`config.mk`:
```
export PLATFORM = sky130hd
export DESIGN_NAME = tl_resp_stub
export DESIGN_NICKNAME = d
export VERILOG_FILES = /design/src/rtl/tl_resp_stub.sv
export SDC_FILE = /design/constraint.sdc
export NUM_CORES = 1
export LEC_CHECK = 0
export BUFFER_PORTS_ARGS = -buffer_cell sky130_fd_sc_hd__buf_4
export CAP_MARGIN = 5
export CORE_ASPECT_RATIO = 1.25
export CORE_MARGIN = 2
export CORE_UTILIZATION = 45
export CTS_CLUSTER_DIAMETER = 60
export DETAILED_ROUTE_END_ITERATION = 8
export PLACE_DENSITY = 0.68
export SYNTH_ARGS = -nofsm -noshare
export SYNTH_HDL_FRONTEND = slang
export SYNTH_SLANG_ARGS = --single-unit
```
`constraint.sdc`:
```
create_clock -name clock -period 5.63 [get_ports clock]
set_clock_uncertainty 0.1 [all_clocks]
set_input_delay 0.2815 -clock clock [delete_from_list [all_inputs] [get_ports clock]]
set_output_delay 0.2815 -clock clock [all_outputs]
set_load 0.05 [all_outputs]
```
`src/rtl/tl_resp_stub.sv`:
```
// TileLink slave stub with core-reset sequencer: holds the tile in reset, then
// answers A-channel requests in order with single-beat D acks after a minimum latency.
module tl_resp_stub #(
  parameter int unsigned ADDR_W       = 32,
  parameter int unsigned DATA_W       = 64,
  parameter int unsigned SRC_W        = 3,
  parameter int unsigned SIZE_W       = 3,
  parameter int unsigned SINK_W       = 2,
  parameter int unsigned DEPTH        = 4,
  parameter int unsigned LATENCY      = 1,
  parameter int unsigned RESET_CYCLES = 2
) (
  input  logic                         clock,
  input  logic                         reset,
  output logic                         core_reset,
  input  logic                         a_valid,
  output logic                         a_ready,
  input  logic [2:0]                   a_opcode,
  input  logic [2:0]                   a_param,
  input  logic [SIZE_W-1:0]            a_size,
  input  logic [SRC_W-1:0]             a_source,
  input  logic [ADDR_W-1:0]            a_address,
  input  logic [DATA_W/8-1:0]          a_mask,
  input  logic [DATA_W-1:0]            a_data,
  output logic                         d_valid,
  input  logic                         d_ready,
  output logic [2:0]                   d_opcode,
  output logic [1:0]                   d_param,
  output logic [SIZE_W-1:0]            d_size,
  output logic [SRC_W-1:0]             d_source,
  output logic [SINK_W-1:0]            d_sink,
  output logic [DATA_W-1:0]            d_data,
  output logic                         b_valid,
  output logic                         c_ready,
  output logic                         e_ready,
  input  logic [DATA_W-1:0]            rdata_in,
  input  logic                         stall_a,
  output logic [$clog2(DEPTH+1)-1:0]   outstanding,
  output logic                         err
);

  localparam int unsigned CNT_W    = $clog2(DEPTH + 1);
  localparam int unsigned PTR_W    = (DEPTH > 1) ? $clog2(DEPTH) : 1;
  localparam int unsigned AGE_W    = $clog2(LATENCY + 1);
  localparam int unsigned RC_W     = $clog2(RESET_CYCLES + 1);
  localparam int unsigned MAX_SIZE = $clog2(DATA_W / 8);

  localparam logic [2:0] D_ACCESS_ACK      = 3'd0;
  localparam logic [2:0] D_ACCESS_ACK_DATA = 3'd1;
  localparam logic [2:0] D_HINT_ACK        = 3'd2;

  logic [RC_W-1:0]   rst_cnt;
  logic [PTR_W-1:0]  wptr, rptr;
  logic              a_fire, op_bad, enq, deq;
  logic [2:0]        resp_op;
  logic [DATA_W-1:0] resp_data;

  logic [2:0]        q_op   [DEPTH];
  logic [SIZE_W-1:0] q_size [DEPTH];
  logic [SRC_W-1:0]  q_src  [DEPTH];
  logic [DATA_W-1:0] q_data [DEPTH];
  logic [AGE_W-1:0]  q_age  [DEPTH];

  logic unused_ok;
  assign unused_ok = ^{a_param, a_address, a_mask, a_data};

  function automatic logic [PTR_W-1:0] ptr_inc(input logic [PTR_W-1:0] p);
    return (p == PTR_W'(DEPTH - 1)) ? '0 : p + PTR_W'(1);
  endfunction

  // Core-reset sequencer: count up after harness reset, release at RESET_CYCLES.
  always_ff @(posedge clock) begin
    if (reset) begin
      rst_cnt    <= '0;
      core_reset <= 1'b1;
    end else if (rst_cnt != RC_W'(RESET_CYCLES)) begin
      rst_cnt    <= rst_cnt + RC_W'(1);
      core_reset <= (rst_cnt + RC_W'(1)) != RC_W'(RESET_CYCLES);
    end
  end

  // Full queue refuses even when the head leaves this cycle.
  assign a_ready = !core_reset && !stall_a && (outstanding != CNT_W'(DEPTH));
  assign a_fire  = a_valid && a_ready;
  assign op_bad  = (a_opcode[2:1] == 2'b11);
  assign enq     = a_fire && !op_bad;
  assign d_valid = (outstanding != '0) && (q_age[rptr] == AGE_W'(LATENCY));
  assign deq     = d_valid && d_ready;

  always_comb begin
    resp_op   = D_ACCESS_ACK;
    resp_data = '0;
    case (a_opcode)
      3'd2, 3'd3, 3'd4: begin
        resp_op   = D_ACCESS_ACK_DATA;
        resp_data = rdata_in;
      end
      3'd5:    resp_op = D_HINT_ACK;
      default: ;
    endcase
  end

  always_ff @(posedge clock) begin
    if (reset) begin
      wptr        <= '0;
      rptr        <= '0;
      outstanding <= '0;
      err         <= 1'b0;
    end else begin
      if (enq) wptr <= ptr_inc(wptr);
      if (deq) rptr <= ptr_inc(rptr);
      if (enq && !deq)      outstanding <= outstanding + CNT_W'(1);
      else if (!enq && deq) outstanding <= outstanding - CNT_W'(1);
      if (a_fire && (op_bad || (32'(a_size) > MAX_SIZE))) err <= 1'b1;
    end
  end

  // Payload storage; age counts the acceptance cycle as 1 so LATENCY=1 answers next cycle.
  always_ff @(posedge clock) begin
    if (enq) begin
      q_op[wptr]   <= resp_op;
      q_size[wptr] <= a_size;
      q_src[wptr]  <= a_source;
      q_data[wptr] <= resp_data;
    end
    for (int i = 0; i < DEPTH; i++) begin
      if (enq && (wptr == PTR_W'(i)))          q_age[i] <= AGE_W'(1);
      else if (q_age[i] != AGE_W'(LATENCY))    q_age[i] <= q_age[i] + AGE_W'(1);
    end
  end

  assign d_opcode = d_valid ? q_op[rptr]   : '0;
  assign d_size   = d_valid ? q_size[rptr] : '0;
  assign d_source = d_valid ? q_src[rptr]  : '0;
  assign d_data   = d_valid ? q_data[rptr] : '0;
  assign d_param  = '0;
  assign d_sink   = '0;
  assign b_valid  = 1'b0;
  assign c_ready  = 1'b1;
  assign e_ready  = 1'b1;

endmodule

```
==> out/summary.txt <==
H-tree Lvls -> 1
Synth Area per Inst -> 19.6 um^2
Critical Path AT -> 3140 ps
Slack of the worst reg-to-reg path -> 2590 ps
Fin crit period -> 3520 ps
Setup repair bufs after CTS -> 0
Final WL -> 23.9 mm
#FFs+latches synth -> 305
Post-DP HPWL -> 13.4 mm
Antenna violations before repair -> 0
Max VDD drop -> 0.250 mV
CP Class -> flip-flop to primary output
Port Buffers -> 156
DRC -> 0
Hold depth -> 4
Worst Hold Endpoint -> err
TritonRoute pass-1 iters -> 4
Commonest non-fill, non-tap cell in the layout -> edfxtp_1
Crit end category -> primary output
Ys async rst share -> 0%
Critical path peak fanout -> 41
Total power -> 5620 uW
Initial Utilization -> 45.7%
RSZ-0062 raised after global routing -> no
Data required, critical path -> 5250 ps
Leak Pwr -> 0.00514 uW
Placed Cells -> 1105
N_diodes -> 0
Synth Instances -> 624
Total GRT Usage -> 17.0%
PwrDens -> 378 mW/mm^2
First-pass GRT wire length -> 37.1 mm
Slew Viols, Final -> 0
Pre-CTS setup slack -> 2520 ps
Max clock buf depth -> 3
Reg2Reg Depth -> 8
Max-cap violations -> 0
Period utilization -> 62.6%
Post-cts resize count -> 0
Io pins -> 272
Gr ovfl total -> 0
# nets final -> 996
Outcome -> completed
Largest net degree at the start of global routing -> 74
Fin Setup TNS -> 0 ps
Min-delay src -> stall_a
Mapped Area -> 0.0122 mm^2
Clock Sinks -> 305
Hold crit path type -> primary input to flip-flop
Number of enable flip-flop cells after synthesis -> 291
Core area -> 0.0268 mm^2
Via density -> 5.21
Final hold violations -> 0
Max Clock Freq -> 284 MHz
Sequential area share after synthesis -> 73.6%
DR WL/cell -> 20.4 um
Post-route setup slack -> 2110 ps
Layout Cells excl Fill -> 1171
Clock Latency Late Sink -> 540 ps
Nature of the critical path startpoint -> flip-flop
Yosys cell types -> 35
Floorplan row count -> 67
Die span in x -> 152 um
Primary FF master, synth -> edfxtp_1
Reg clk slew, reported paths -> 60 ps
Final ANT Viol Nets -> 0
CTS Buf Count -> 31
Area delta synth->final -> 21.3%
Final core utilization -> 55.4%
# setup viols final -> 0
RR Endpoint -> outstanding[2]
CTS tree -> yes
Fraction of layout cells with a size suffix above 1 -> 36.1%
# fillers -> 2138
Cts hold-fix bufs -> 9
Die area -> 0.0286 mm^2
DR vias -> 6105
Detailed router's first-iteration violation count -> 342
Most frequent cells in the layout -> edfxtp_1, buf_4, mux4_2, and2_1, nor2b_1
Worst-Margin Slew -> 1160 ps
Die extent in y -> 188 um
Max transition margin -> 22.9%
Routability cong. -> 0.702
Vias in the first global route -> 6731
Synth warnings -> 0
CTS Root Cell -> clkbuf_16
-- sequential cells by signal (all words and copies together) (netlist names), 2 cells and up, named ones only --
name / count
rptr: 2
outstanding: 3
rst_cnt: 2
q_age: 4
q_data: 256
q_op: 8
wptr: 2
q_size: 12
q_src: 12
-- metrics by stage --
step | cell area (um^2) | hold WS [ps]
finish | 14900 | 65.8
global route | 14900 | 47.5
CTS | 14900 | 35.7
detailed placement | 13800 | 389
global placement | 13800 | 362
floorplan | 12300 | 280
-- worst max-delay path by stage --
| stage | start | endpoint | slack (ps) | cells after the start |
|---|---|---|---|---|
| after floorplan | outstanding[0] | q_data[0][0] | 830 | 3 |
| final | flip-flop | d_data[39] | 2110 | 4 |
| after detailed placement | flip-flop | d_data[1] | 2520 | 4 |
| after global routing | flip-flop | d_data[5] | 1780 | 4 |
| after CTS | flip-flop | d_data[1] | 1940 | 4 |
| after global placement | flip-flop | d_data[1] | 2530 | 4 |
-- cell families after synthesis --
family          after synthesis  share of synthesized area, %
simple gates                163                          8.12
fa+ha+maj                     9                         0.981
other cells                   2                        0.0613
buf+inv                      51                          2.38
flops                       305                          73.6
compound gates               13                         0.756
mux                          78                          13.9
xor+xnor                      3                         0.215
-- power breakdown --
group	switching, uW	leakage (uW)	internal [uW]
Sequential	50.8	0.00278	2530
Clock	824	0.000492	1180
Combinational	663	0.00186	376
-- Yosys cell counts (2+ instances only) --
cell type / number / share of area, %
mux2_1: 2 / 0.18
nor3_1: 2 / 0.082
inv_1: 11 / 0.34
nor2_1: 11 / 0.34
buf_2: 7 / 0.29
o21ai_0: 4 / 0.16
clkbuf_1: 13 / 0.40
buf_4: 8 / 0.49
dfxtp_1: 14 / 2.3
nor2b_1: 65 / 3.3
a21oi_1: 4 / 0.16
ha_1: 8 / 0.82
nor3b_1: 2 / 0.12
buf_6: 8 / 0.74
nand2_1: 2 / 0.061
mux4_2: 73 / 13
buf_1: 2 / 0.061
conb_1: 2 / 0.061
edfxtp_1: 291 / 71
and2_1: 74 / 3.8
xor2_1: 3 / 0.21
nand2b_1: 3 / 0.15
mux2i_1: 3 / 0.25
-- worst max-delay path: stages (launching register included) --
cell and delay, ps:
dfxtp_4 800, buf_4 800, mux4_2 600, and2_1 190
buf_4 190
-- routing by layer --
| metal | vias to the layer above | wire (um) | GRT usage (%) |
|---|---|---|---|
| li1 | 2753 | - | - |
| met1 | 3159 | 9740 | 21.9 |
| met2 | 172 | 12500 | 30.5 |
| met3 | 21 | 1430 | 2.91 |
| met4 | 0 | 257 | 3.10 |
| met5 | - | 0 | 0 |
-- layout make-up --
type | count | area [um^2] | share of cell area [%]
Sequential cell | 305 | 9030 | 60.8
Multi-Input combinational cell | 278 | 3010 | 20.3
Timing Repair Buffer | 174 | 1330 | 8.95
Clock buffer | 37 | 818 | 5.51
Tap cell | 345 | 432 | 2.91
Clock inverter | 20 | 191 | 1.29
Inverter | 12 | 45.0 | 0.303
No activity file was read; power rests on OpenSTA's default activity.
